File: src/rtl/serial_rx_pkg.sv
// Shared types and default sizing for the oversampling serial receiver.
package serial_rx_pkg;

  localparam int DEFAULT_NUM_DATA_BITS = 8;
  localparam int DEFAULT_CLKS_PER_BIT  = 10;

  typedef enum logic [1:0] {
    IDLE  = 2'd0,
    START = 2'd1,
    DATA  = 2'd2,
    STOP  = 2'd3
  } rx_state_t;

endpackage

File: src/rtl/serial_rx_flex_stp_sr.sv
// Parameterized serial-to-parallel shifter; SHIFT_MSB selects which end the
// first received bit ends up in once NUM_BITS shifts have completed.
module flex_stp_sr #(
  parameter int NUM_BITS  = 8,
  parameter bit SHIFT_MSB = 1'b1
) (
  input  logic                clk,
  input  logic                rst,
  input  logic                shift_enable,
  input  logic                serial_in,
  output logic [NUM_BITS-1:0] parallel_out
);

  // NOTE: sequential state uses non-blocking assignments so every flop samples pre-edge values.
  always_ff @(posedge clk) begin
    if (rst) begin
      parallel_out <= '1;
    end else if (shift_enable) begin
      if (SHIFT_MSB) begin
        parallel_out <= {parallel_out[NUM_BITS-2:0], serial_in};
      end else begin
        parallel_out <= {serial_in, parallel_out[NUM_BITS-1:1]};
      end
    end
  end

endmodule

File: src/rtl/serial_rx.sv
// Oversampling serial receiver: synchronizer, start/data/stop FSM, output
// buffer with ready/read handshake, framing and overrun error flags.
module serial_rx
  import serial_rx_pkg::*;
#(
  parameter int NUM_DATA_BITS = DEFAULT_NUM_DATA_BITS,
  parameter int CLKS_PER_BIT  = DEFAULT_CLKS_PER_BIT,
  parameter bit SHIFT_MSB     = 1'b1
) (
  input  logic                     clk,
  input  logic                     rst,
  input  logic                     serial_in,
  input  logic                     data_read,
  output logic [NUM_DATA_BITS-1:0] rx_data,
  output logic                     data_ready,
  output logic                     framing_error,
  output logic                     overrun_error
);

  localparam int TIMER_W = $clog2(CLKS_PER_BIT);
  localparam int CNT_W   = $clog2(NUM_DATA_BITS + 1);

  localparam logic [TIMER_W-1:0] START_SAMPLE = TIMER_W'(CLKS_PER_BIT / 2 - 1);
  localparam logic [TIMER_W-1:0] BIT_LAST     = TIMER_W'(CLKS_PER_BIT - 1);
  localparam logic [CNT_W-1:0]   LAST_BIT     = CNT_W'(NUM_DATA_BITS - 1);

  logic                     sync_q1;
  logic                     sync_q2;
  logic                     sync_prev;
  rx_state_t                state;
  logic [TIMER_W-1:0]       timer;
  logic [CNT_W-1:0]         bit_cnt;
  logic                     shift_enable;
  logic [NUM_DATA_BITS-1:0] shift_data;

  // Reset to the idle level so leaving reset never looks like a start edge.
  always_ff @(posedge clk) begin
    if (rst) begin
      sync_q1   <= 1'b1;
      sync_q2   <= 1'b1;
      sync_prev <= 1'b1;
    end else begin
      sync_q1   <= serial_in;
      sync_q2   <= sync_q1;
      sync_prev <= sync_q2;
    end
  end

  assign shift_enable = (state == DATA) && (timer == BIT_LAST);

  flex_stp_sr #(
    .NUM_BITS (NUM_DATA_BITS),
    .SHIFT_MSB(SHIFT_MSB)
  ) u_shifter (
    .clk         (clk),
    .rst         (rst),
    .shift_enable(shift_enable),
    .serial_in   (sync_q2),
    .parallel_out(shift_data)
  );

  always_ff @(posedge clk) begin
    if (rst) begin
      state         <= IDLE;
      timer         <= '0;
      bit_cnt       <= '0;
      rx_data       <= '1;
      data_ready    <= 1'b0;
      framing_error <= 1'b0;
      overrun_error <= 1'b0;
    end else begin
      // Consumer acknowledge; a good-frame load below overrides data_ready.
      if (data_read && data_ready) begin
        data_ready    <= 1'b0;
        overrun_error <= 1'b0;
      end

      timer <= timer + 1'b1;

      unique case (state)
        IDLE: begin
          timer   <= '0;
          bit_cnt <= '0;
          if (!sync_q2 && sync_prev) begin
            state <= START;
          end
        end

        START: begin
          if (timer == START_SAMPLE) begin
            timer   <= '0;
            bit_cnt <= '0;
            if (!sync_q2) begin
              framing_error <= 1'b0;
              state         <= DATA;
            end else begin
              state <= IDLE;
            end
          end
        end

        DATA: begin
          if (timer == BIT_LAST) begin
            timer <= '0;
            if (bit_cnt == LAST_BIT) begin
              bit_cnt <= '0;
              state   <= STOP;
            end else begin
              bit_cnt <= bit_cnt + 1'b1;
            end
          end
        end

        STOP: begin
          if (timer == BIT_LAST) begin
            timer <= '0;
            state <= IDLE;
            if (sync_q2) begin
              rx_data    <= shift_data;
              data_ready <= 1'b1;
              // A coincident read acknowledges the old word, so no overrun.
              if (data_ready && !data_read) begin
                overrun_error <= 1'b1;
              end
            end else begin
              framing_error <= 1'b1;
            end
          end
        end

        default: state <= IDLE;
      endcase
    end
  end

endmodule

File: config.mk
export PLATFORM = sky130hd
export DESIGN_NAME = serial_rx
export DESIGN_NICKNAME = d
export VERILOG_FILES = /design/src/rtl/serial_rx_pkg.sv /design/src/rtl/serial_rx_flex_stp_sr.sv /design/src/rtl/serial_rx.sv
export SDC_FILE = /design/constraint.sdc
export NUM_CORES = 1
export LEC_CHECK = 0
export ABC_AREA = 1
export CAP_MARGIN = 30
export CORE_MARGIN = 5
export CORE_UTILIZATION = 50
export DETAILED_ROUTE_END_ITERATION = 10
export GPL_ROUTABILITY_DRIVEN = 0
export PLACE_DENSITY = 0.77
export SYNTH_ARGS = -nofsm -noshare
export SYNTH_HDL_FRONTEND = slang
export SYNTH_SLANG_ARGS = --single-unit
File: constraint.sdc
create_clock -name clk -period 2.8 [get_ports clk]
set_clock_uncertainty 0.1 [all_clocks]
set_input_delay 0.42 -clock clk [delete_from_list [all_inputs] [get_ports clk]]
set_output_delay 0.42 -clock clk [all_outputs]
set_load 0.1 [all_outputs]
==> impl_metrics.py <==
metrics = {
    "yosys": {
        "synthDistinctLibCells": 22,
        "yosys-top-cells-count": "nand2_1, dfxtp_1, nand3_1",
        "synth_most_common_cell": "nand2_1",
        "synth_area_leaders": "dfxtp_1, nand2_1, nand3_1",
        "synth_seq_area_share": 0.468,
        "syn-mean-instance-area_um2": 7.37,
        "synth_seq_cells": 32,
        "ys_warn_count": 0,
        "async_flop_share": 0,
        "syn_nets": 194,
        "ys.flop_type": "dfxtp_1",
        "synth-edff-count": 0,
        "synthCells": 186,
        "syn_area_um2": 1370,
        "synth_top_cell_area_share": 0.468,
        "yosys.area.top_type": "dfxtp_1",
    },
    "route": {
        "post_drt_wl_per_cell_um": 11.3,
        "via_count": 1154,
        "drt_wl_total_um": 2610,
        "viasPerCell": 4.97,
        "drc": 0,
        "final_antenna_net_count": 0,
        "firstDrtPassIters": 4,
        "drtIter0Drc": 62,
    },
    "timing": {
        "period_minus_slack_ns": 1.70,
        "hold_viol_final": 0,
        "fmax_mhz": 588,
        "setup_viol": 0,
        "relSlewSlack": 0.597,
        "slew_violations": 0,
        "fin_setup_tns_ns": 0,
        "fin_crit_sh": 0.608,
        "tightest_slew_ns": 0.604,
        "rsz0062_at_grt": "false",
    },
    "grt": {
        "grt_pass1_vias": 1063,
        "grt-ovfl-total": 0,
        "grt_max_degree": 23,
        "grt_pass1_wl_um": 4510,
        "grt_use_total": 0.145,
        "antenna_found_initial": 0,
    },
    "final_layout": {
        "syn2layout_area_growth_pct": 12.1,
        "fill_cells": 264,
        "nets": 211,
        "multi_input_area_um2": 617,
        "diodes": 0,
        "seqCellArea_um2": 641,
        "drive_gt1_frac": 0.144,
        "utilization": 0.571,
    },
    "floorplan": {
        "start_util": 0.510,
        "die_area_um2": 3890,
        "die_h_um": 62.3,
        "ios": 15,
        "rows": 19,
        "fp.coreArea_um2": 2690,
        "die_x_um": 62.3,
    },
    "clock_network": {
        "root_buffer": "clkbuf_4",
        "post-cts-setup-buffers": 0,
        "cts_buffers": 5,
        "tritoncts": "yes",
        "clk_pin_slew_worst_paths_ns": 0.08,
        "htree_levels": 2,
        "clk_latency_ns": 0.32,
        "cts.sinks": 32,
        "clock_tree.buffer_depth": 2,
        "hold_buffers": 0,
        "cts_resized": 0,
    },
    "power_and_ir_drop": {
        "irDropWorstVdd_mv": 0.393,
        "comb_power_share": 0.109,
        "clkPwrFrac": 0.280,
        "p_total_mw": 0.780,
        "switching_power_mw": 0.203,
        "switching_share": 0.261,
        "p_int_mw": 0.576,
        "p_per_area_nw_per_um2": 508,
        "seq_power_share": 0.610,
        "p_leak_nw": 0.726,
    },
    "worst_hold_path": {
        "hold_path.startpoint": "sync_q1$_SDFF_PP1_",
        "hp-class": "flop to flop",
    },
    "worst_setup_path": {
        "cp_max_fo": 10,
        "cp_data_arrival_time_ns": 1.78,
        "critPathLaunch": "timer[0]$_SDFF_PP0_",
        "worstReg2RegStart": "timer[0]$_SDFF_PP0_",
        "start_kind": "flop",
        "crit_type": "flop to flop",
        "crit_path_end_kind": "flop",
        "required_ns": 2.88,
    },
    "place": {
        "io_buffer_count": 14,
        "dpl.hpwl_um": 1920,
    },
    "status": {
        "outcome": "completed",
    },
    "job": {
        "maxCapViolCount": 0,
    },
}
==> area by class of cell <==
cell class | count | share of cell area
Timing Repair Buffer | 14 | 0.0733
Clock buffer | 5 | 0.0244
Multi-Input combinational cell | 127 | 0.402
Sequential cell | 32 | 0.417
Tap cell | 31 | 0.0253
Inverter | 23 | 0.0579
==> metal layers <==
layer,global-route usage,up-vias,wire [µm]
met4,0.0902,0,85
met3,0.0505,9,94
met5,0,-,0
met2,0.242,27,1270
met1,0.156,507,1160
li1,-,611,-
==> power by group through the flow <==
stage / Clock [mW] / Combinational (mW) / Sequential [mW]
finish: 0.218 / 0.0854 / 0.476
global route: 0.255 / 0.0972 / 0.477
CTS: 0.229 / 0.0849 / 0.475
detailed placement: 0 / 0.0842 / 0.486
global placement: 0 / 0.0834 / 0.486
floorplan: 0 / 0.0654 / 0.487
==> critical path: stages (launching register included) <==
cell and delay [ns]:
dfxtp_1 0.41, ha_1 0.19, nand3_2 0.16, nor3_4 0.43, inv_4 0.12, nand2_1 0.08, nand3_1 0.07
==> final timing paths <==
check	to	depth (start not counted)	slack [ns]
max	rx_data[6]$_SDFFE_PP1P_	6	1.10
min	sync_q2$_SDFF_PP1_	1	0.32
max reg2reg	rx_data[6]$_SDFFE_PP1P_	6	1.10
min reg2reg	sync_q2$_SDFF_PP1_	1	0.32
==> kinds of logic after synthesis <==
family / share of synthesized area
AO/OA/AOI/OAI: 0.0228
adder cells (fa/ha/maj): 0.0365
AND/OR/NAND/NOR: 0.378
XOR/XNOR: 0.0128
buffers and inverters: 0.0822
flip-flops: 0.468
==> layout by cell type (no fill, tap or decap), drive strengths merged <==
cell type       n
nor2           17
buf            11
o211ai          1
xor2            2
nor3            1
nand3          26
inv            23
nand4           4
a21oi           4
or2             2
clkbuf          5
dfxtp          32
clkdlybuf4s50   3
nand2          66
ha              4
==> per-stage QoR <==
stage | area [µm²] | cells | worst slack (ns) | hold slack [ns]
floorplan | 1370 | 186 | 1.32 | 0.289
global placement | 1500 | 227 | 0.904 | 0.301
detailed placement | 1500 | 227 | 0.874 | 0.300
CTS | 1540 | 232 | 1.07 | 0.321
global route | 1540 | 232 | 0.961 | 0.337
finish | 1540 | 232 | 1.10 | 0.317
==> sequential cells by signal (all words and copies together), names as in the netlist, named ones only <==
| signal | flops |
|---|---|
| rx_data | 8 |
| u_shifter.parallel_out | 8 |
| bit_cnt | 4 |
| timer | 4 |
| data_ready | 1 |
| framing_error | 1 |
| state | 1 |
| sync_prev | 1 |
| sync_q1 | 1 |
| sync_q2 | 1 |
Power figures use the tool's default switching activity.
